## src/rtl/fifo_rd_burst_arb.sv

```systemverilog
// fifo_rd_burst_arb: round-robin arbiter that shares the async FIFO read port
// among NUM_REQ read-domain consumers, granting each a committed burst.
module fifo_rd_burst_arb #(
    parameter int NUM_REQ = 4,
    parameter int LEN_W = 4,
    parameter int DATA_W = 8,
    localparam int ID_W = $clog2(NUM_REQ)
) (
    input  logic                     rd_clk,
    input  logic                     rd_rstn,
    input  logic [NUM_REQ-1:0]       req,
    input  logic [NUM_REQ*LEN_W-1:0] req_len,
    output logic [NUM_REQ-1:0]       grant,
    output logic [NUM_REQ-1:0]       done,
    output logic                     busy,
    input  logic                     fifo_empty,
    output logic                     fifo_rd_en,
    input  logic [DATA_W-1:0]        fifo_rdata,
    output logic [DATA_W-1:0]        out_data,
    output logic                     out_valid,
    output logic [ID_W-1:0]          out_id
);
    typedef enum logic [1:0] {IDLE, BURST, DONE} state_t;
    state_t state, state_nxt;
    logic [LEN_W-1:0] remaining;
    logic [ID_W-1:0] rr_ptr, win, idx;

    always_ff @(posedge rd_clk or negedge rd_rstn)
        if (!rd_rstn) state <= IDLE;
        else state <= state_nxt;

    // burst ends once the count reaches zero, including a read taken this cycle
    always_comb
        state_nxt = (state == IDLE) ? (|req ? BURST : IDLE) :
                    (state == BURST) ? ((remaining == LEN_W'(fifo_rd_en)) ? DONE : BURST) : IDLE;

    always_comb begin
        fifo_rd_en = (state == BURST) && (remaining != '0) && !fifo_empty;
        done = (state == DONE) ? grant : '0;
        busy = state != IDLE;
        out_data = fifo_rdata;
    end

    // scan from the farthest slot back so the one nearest rr_ptr wins
    always_comb begin
        win = '0;
        idx = '0;
        for (int i = NUM_REQ - 1; i >= 0; i--) begin
            idx = ID_W'((int'(rr_ptr) + i) % NUM_REQ);
            if (req[idx]) win = idx;
        end
    end

    always_ff @(posedge rd_clk or negedge rd_rstn)
        if (!rd_rstn) begin
            grant <= '0;
            remaining <= '0;
            out_id <= '0;
            rr_ptr <= '0;
            out_valid <= 1'b0;
        end else begin
            out_valid <= fifo_rd_en;
            if (state == IDLE && |req) begin
                grant <= NUM_REQ'(1) << win;
                remaining <= req_len[win*LEN_W +: LEN_W];
                out_id <= win;
                rr_ptr <= (win == ID_W'(NUM_REQ - 1)) ? '0 : win + 1'b1;
            end else if (state == DONE) grant <= '0;
            else if (fifo_rd_en) remaining <= remaining - 1'b1;
        end
endmodule

```

## config.mk

```make
export PLATFORM = sky130hd
export DESIGN_NAME = fifo_rd_burst_arb
export DESIGN_NICKNAME = d
export VERILOG_FILES = /design/src/rtl/fifo_rd_burst_arb.sv
export SDC_FILE = /design/constraint.sdc
export NUM_CORES = 1
export LEC_CHECK = 0
export ABC_AREA = 0
export BUFFER_PORTS_ARGS = -buffer_cell sky130_fd_sc_hd__buf_2
export CELL_PAD_IN_SITES_DETAIL_PLACEMENT = 0
export CELL_PAD_IN_SITES_GLOBAL_PLACEMENT = 1
export CORE_ASPECT_RATIO = 0.6
export CORE_MARGIN = 3
export CORE_UTILIZATION = 35
export CTS_CLUSTER_SIZE = 25
export DETAILED_ROUTE_END_ITERATION = 6
export GPL_TIMING_DRIVEN = 0
export MAX_ROUTING_LAYER = met4
export PLACE_DENSITY_LB_ADDON = 0.1
export SLEW_MARGIN = 15
export SYNTH_ARGS = -nofsm -noshare
export SYNTH_HDL_FRONTEND = slang
export SYNTH_SLANG_ARGS = --single-unit
export TNS_END_PERCENT = 1
```

## constraint.sdc

```tcl
create_clock -name rd_clk -period 2.8 [get_ports rd_clk]
set_input_delay 0.42 -clock rd_clk [delete_from_list [all_inputs] [get_ports rd_clk]]
set_output_delay 0.42 -clock rd_clk [all_outputs]
set_load 0.03 [all_outputs]
```

==> flow_summary.json, run 1 <==
{
  "clock_path_buffers": 2,
  "fmax_mhz": 488,
  "cap_violations": 0,
  "drt-total-wl_mm": 2.46,
  "chipHeight_um": 48.4,
  "cts_setup_buffers": 0,
  "port_buffers": 43,
  "critPathCaptureType": "primary output",
  "path_clk_slew_ns": 0.06,
  "cp.required_ns": 2.38,
  "ys.flop_type": "dfrtp_1",
  "leakagePower_nw": 0.736,
  "start_util": 0.392,
  "r2r_setup_slack_ns": 0.96,
  "netlist_instances": 112,
  "nNetsFinal": 197,
  "synth_nets": 149,
  "fin_skew_ns": 0.00318,
  "fp.coreArea_sq_um": 2680,
  "diodes": 0,
  "placed_area_sq_um": 1320,
  "die_area_sq_um": 3710,
  "fin_setup_tns_ns": 0,
  "seq_area_frac_synth": 0.358,
  "synth_top_area_frac": 0.358,
  "cts_resized": 0,
  "power_density_nw_per_um2": 1040,
  "drive_above_1_share": 0.403,
  "overflow": 0,
  "postCtsHoldBufs": 0,
  "synth_edf_count": 0,
  "grt_pass1_vias": 859,
  "drv_slew": 0,
  "critPathLaunchType": "register",
  "worstSetupPathType": "register to primary output",
  "syn_area_sq_um": 1050,
  "period_share": 0.732,
  "rows": 14,
  "slew_headroom": 0.682,
  "yosys.area.top_type": "dfrtp_1",
  "hpwl_mm": 1.99,
  "timing_hold_violations_final": 0,
  "grt_max_degree": 16,
  "grt_pass1_wl_mm": 3.92,
  "clock_latency_ns": 0.25,
  "antenna_found_initial": 0,
  "filler_cell_count": 264,
  "synth.area.top_cells": "dfrtp_1 (36%), mux2i_1 (8.6%), ha_1 (7.2%)",
  "cts_root_buffer": "clkbuf_8",
  "power_mw": 1.41,
  "crit_fanout": 8,
  "ys_ff_latch": 15,
  "drt_iter0_drc": 27,
  "ios": 52,
  "vdd_drop_max_uv": 352,
  "areaGrowthSynthToFinish_pct": 29.6,
  "die_w_um": 76.7,
  "cp_data_arrival_time_ns": 1.63,
  "tightest_slew_ns": 0.477,
  "viasPerCell": 4.66,
  "track_usage": 0.137,
  "htree_num_levels": 1,
  "tritoncts": "done",
  "period_needed_ns": 2.05,
  "rsz0062_at_grt": "false",
  "hold_slack_ns": 0.0729,
  "final_cell_area_sq_um": 1360,
  "yosysWarningCount": 0,
  "ant_nets": 0,
  "synthArstFlopShare": 1.00,
  "setup_viol": 0,
  "place.gp.congestion": 0.899,
  "via_count": 928,
  "fin_util": 0.507,
  "wl_per_cell_um": 12.4,
  "hold_class": "input port to async pin",
  "firstDrtPassIters": 4,
  "clock_sinks": 15,
  "numCtsBuffers": 3,
  "yosysUniqueCellTypes": 31,
  "avgSynthCellArea_sq_um": 9.37,
  "drc": 0,
  "status": "finished clean"
}
critical path: stages, from the launching register on:
cell and delay (ns):
dfrtp_1 0.37, inv_1 0.08, ha_1 0.21, a211oi_4 0.43, buf_2 0.28
logic make-up after synthesis:
group	after synthesis	synth area share
and+or+nand+nor	46	0.209
AOI/OAI and AO/OA	17	0.161
muxes	11	0.107
DFF	15	0.358
buffers and inverters	16	0.0858
adders and majority gates	6	0.0715
xor gates and xnor gates	1	0.00834
final cells by class:
class / count / area [sq um] / area share
buffer: 10 / 67.6 / 0.0497
timing repair buffer: 43 / 215 / 0.158
multi-input combinational: 81 / 584 / 0.430
sequential: 15 / 375 / 0.276
inverter: 6 / 22.5 / 0.0166
clock buffer: 4 / 45.0 / 0.0331
tap: 40 / 50.0 / 0.0368
report_power, final:
part	switching (mW)	internal, mW
logic	0.523	0.321
clock network	0.0759	0.101
registers	0.0775	0.317
total	0.676	0.739
metrics by stage:
| stage | cells | setup slack (ns) |
|---|---|---|
| finish | 199 | 0.750 |
| global route | 199 | 0.659 |
| CTS | 199 | 0.747 |
| detailed placement | 195 | 0.915 |
| global placement | 195 | 0.883 |
| floorplan | 112 | 1.06 |
placed cells by master, fill, tap and decap left out, types with 3 or more instances in the layout:
cell / count
buf_2: 43
nand2_1: 16
dfrtp_1: 15
mux2i_1: 9
nor2_1: 8
buf_4: 8
ha_1: 6
inv_1: 5
nand3_1: 5
nor2b_1: 4
and2_1: 4
nand2b_1: 3
clkbuf_1: 3
clkbuf_8: 3
per-layer routing:
metal / share of wire / routed length, um / track usage / vias to the layer above
met5: 0 / 0 / - / -
met4: 0.0041 / 10 / 0.0271 / 0
met3: 0.090 / 222 / 0.0537 / 2
met2: 0.39 / 963 / 0.184 / 47
met1: 0.51 / 1260 / 0.195 / 407
li1: - / - / - / 472
state kept, by name, summed over array words and instances (netlist names):
register and flops:
remaining 4, state 2, out_valid 1, grant 4, out_id 2, rr_ptr 2
final timing paths:
check | from | to | cells after the start
max | remaining[1] | fifo_rd_en | 4
min | rd_rstn | remaining[2] | 1
max reg2reg | remaining[1] | state[0] | 6
min reg2reg | out_id[1] | out_id[1] | 2
max in group asynchronous | rd_rstn | grant[2] | 1
min in group rd_clk | fifo_empty | out_valid | 2
cell usage after synthesis (2+ instances only):
library cell,instances
buf_4,8
o22ai_4,2
nor3_1,2
a21o_1,2
nand2b_1,3
nand3_1,5
nand2_1,16
ha_1,6
nor2_1,8
o221ai_1,2
nor4_1,2
dfrtp_1,15
clkbuf_1,2
and2_1,4
nor2b_1,4
inv_1,5
mux2_2,2
a21oi_2,2
o21ai_0,2
mux2i_1,9
Note: power is estimated with default switching activity, not from simulation.
==> run 2, diff against run 1 <==
--- a/config.mk
+++ b/config.mk
@@ -11,7 +11,7 @@
 export CELL_PAD_IN_SITES_GLOBAL_PLACEMENT = 1
 export CORE_ASPECT_RATIO = 0.6
 export CORE_MARGIN = 3
-export CORE_UTILIZATION = 35
+export CORE_UTILIZATION = 32
 export CTS_CLUSTER_SIZE = 25
 export DETAILED_ROUTE_END_ITERATION = 6
 export GPL_TIMING_DRIVEN = 0
==> constraint.sdc (replaced) <==
create_clock -name rd_clk -period 2.1 [get_ports rd_clk]
set_input_delay 0.315 -clock rd_clk [delete_from_list [all_inputs] [get_ports rd_clk]]
set_output_delay 0.315 -clock rd_clk [all_outputs]
set_load 0.03 [all_outputs]
==> run 2 against run 1 <==
  * Combinational power up 34%
  * Cell area up 1.0%
  * Sequential cell count unchanged
  * First-iteration DRC count down 41%
  * Worst setup slack worse by 0.61 ns
  * Sequential share of layout area down 0.28 points
  * Critical path type unchanged
  * Highest routed layer is now met3
==> flow_summary.json, run 2 (synthesis results as in run 1) <==
{
  "p_clk_frac": 0.123,
  "power_frac_seq": 0.279,
  "power_frac_comb": 0.598,
  "place.gp.congestion": 0.774,
  "cp.required_ns": 1.78,
  "path_clk_slew_ns": 0.06,
  "setup_viol": 0,
  "drc": 0,
  "clock_path_buffers": 2,
  "ant_nets": 0,
  "tightest_slew_ns": 0.488,
  "htree_num_levels": 1,
  "switching_share": 0.478,
  "final_common_cell": "buf_2",
  "clock_latency_ns": 0.24,
  "critPathMaxStageDelay_ns": 0.43,
  "intPower_uw": 984,
  "overflow": 0,
  "hold_class": "input port to register",
  "die_w_um": 79.9,
  "final_cell_mix": "buf_2 (43), nand2_1 (16), dfrtp_1 (15), mux2i_1 (9)",
  "vdd_drop_max_uv": 455,
  "slowest_stage": "a211oi_4",
  "min_to": "out_valid",
  "clock_sinks": 15,
  "tritoncts": "done",
  "ios": 52,
  "fmax_mhz": 511,
  "status": "finished clean",
  "drive_above_1_share": 0.406,
  "cts_root_buffer": "clkbuf_8",
  "firstDrtPassIters": 4,
  "p_switching_uw": 899,
  "track_usage": 0.134,
  "start_util": 0.350,
  "period_needed_ns": 1.96,
  "grt_max_degree": 16,
  "fp.coreArea_sq_um": 3000,
  "period_share": 0.931,
  "wl_per_cell_um": 12.2,
  "hold_start": "fifo_empty",
  "die_area_sq_um": 4030,
  "timing_hold_violations_final": 0,
  "leakagePower_nw": 0.743,
  "rows": 15,
  "drt-total-wl_mm": 2.46,
  "reg_top3": "grant: 4 flops, remaining: 4 flops",
  "crit_fanout": 8,
  "reg2reg_depth": 6,
  "antenna_found_initial": 0,
  "viasPerCell": 4.62,
  "chipHeight_um": 50.4,
  "fin_skew_ns": 0.000557,
  "min_path_cells": 2,
  "worstSetupPathType": "register to primary output",
  "cts_setup_buffers": 0,
  "hpwl_mm": 2.05,
  "via_count": 934,
  "grt_pass1_wl_mm": 4.11,
  "port_buffers": 43,
  "crit_buf_inv": 2,
  "postCtsHoldBufs": 1,
  "critPathCaptureType": "primary output",
  "slew_headroom": 0.675,
  "areaGrowthSynthToFinish_pct": 30.9,
  "diodes": 0,
  "power_density_nw_per_um2": 1370,
  "numCtsBuffers": 3,
  "drv_slew": 0,
  "nNetsFinal": 198,
  "critPathTopFamily": "compound AO/OA/AOI/OAI gates",
  "fin_setup_tns_ns": 0,
  "cts_resized": 0,
  "cp_data_arrival_time_ns": 1.64,
  "power_mw": 1.88,
  "rsz0062_at_grt": "false",
  "rr_endpoint": "state[0]",
  "cap_violations": 0,
  "drt_iter0_drc": 16,
  "r2r_start": "remaining[1]",
  "critPathLaunchType": "register",
  "path_cells": "inv_1 > ha_1 > a211oi_4 > buf_2",
  "r2r_setup_slack_ns": 0.20,
  "grt_pass1_vias": 899
}
-- run 2: changes by cell type in the layout (fill, tap and decap cells not counted) --
cell | previous run | this run
clkinv_2 | 0 | 1
clkbuf_1 | 3 | 2
dlygate4sd3_1 | 0 | 1
-- run 2: through the flow --
stage	area [sq um]	hold slack [ns]	std cells	utilization	setup WS [ns]
after CTS	1370	0.275	202	0.458	0.142
after floorplan	1050	0.0194	112	-	0.365
after global placement	1320	0.249	197	0.439	0.278
after global routing	1370	0.271	202	0.458	0.0445
after detailed placement	1320	0.251	197	0.439	0.247
final	1370	0.282	202	0.458	0.144
-- run 2: how the worst max path moves through the flow --
stage,start,end,slack (ns),cells past startpoint
detailed placement,remaining[1],state[0],0.25,6
CTS,remaining[1],fifo_rd_en,0.14,4
global route,remaining[0],state[0],0.04,6
global placement,remaining[1],state[0],0.28,6
floorplan,remaining[0],state[0],0.36,6
finish,remaining[1],fifo_rd_en,0.14,4
-- run 2: layer usage --
layer	vias up	global-route usage	wire length, um
li1	477	-	-
met4	0	0.00843	0
met5	-	-	0
met3	0	0.0430	209
met1	416	0.188	1210
met2	41	0.199	1040
-- run 2: power groups by stage --
| stage | logic, mW | registers [mW] | clock network, mW |
|---|---|---|---|
| final | 1.13 | 0.526 | 0.232 |
| after CTS | 1.14 | 0.527 | 0.244 |
| after global routing | 1.25 | 0.545 | 0.253 |
| after floorplan | 0.758 | 0.623 | 0 |
| after global placement | 1.12 | 0.526 | 0 |
| after detailed placement | 1.14 | 0.531 | 0 |
-- run 2: layout make-up --
class,instances,area [sq um]
Sequential cell,15,375
Clock inverter,1,5.00
Multi-Input combinational cell,81,584
Timing Repair Buffer,44,225
Clock buffer,3,41.3
Fill cell,321,1630
Inverter,6,22.5
Buffer,10,67.6
Tap cell,42,52.6
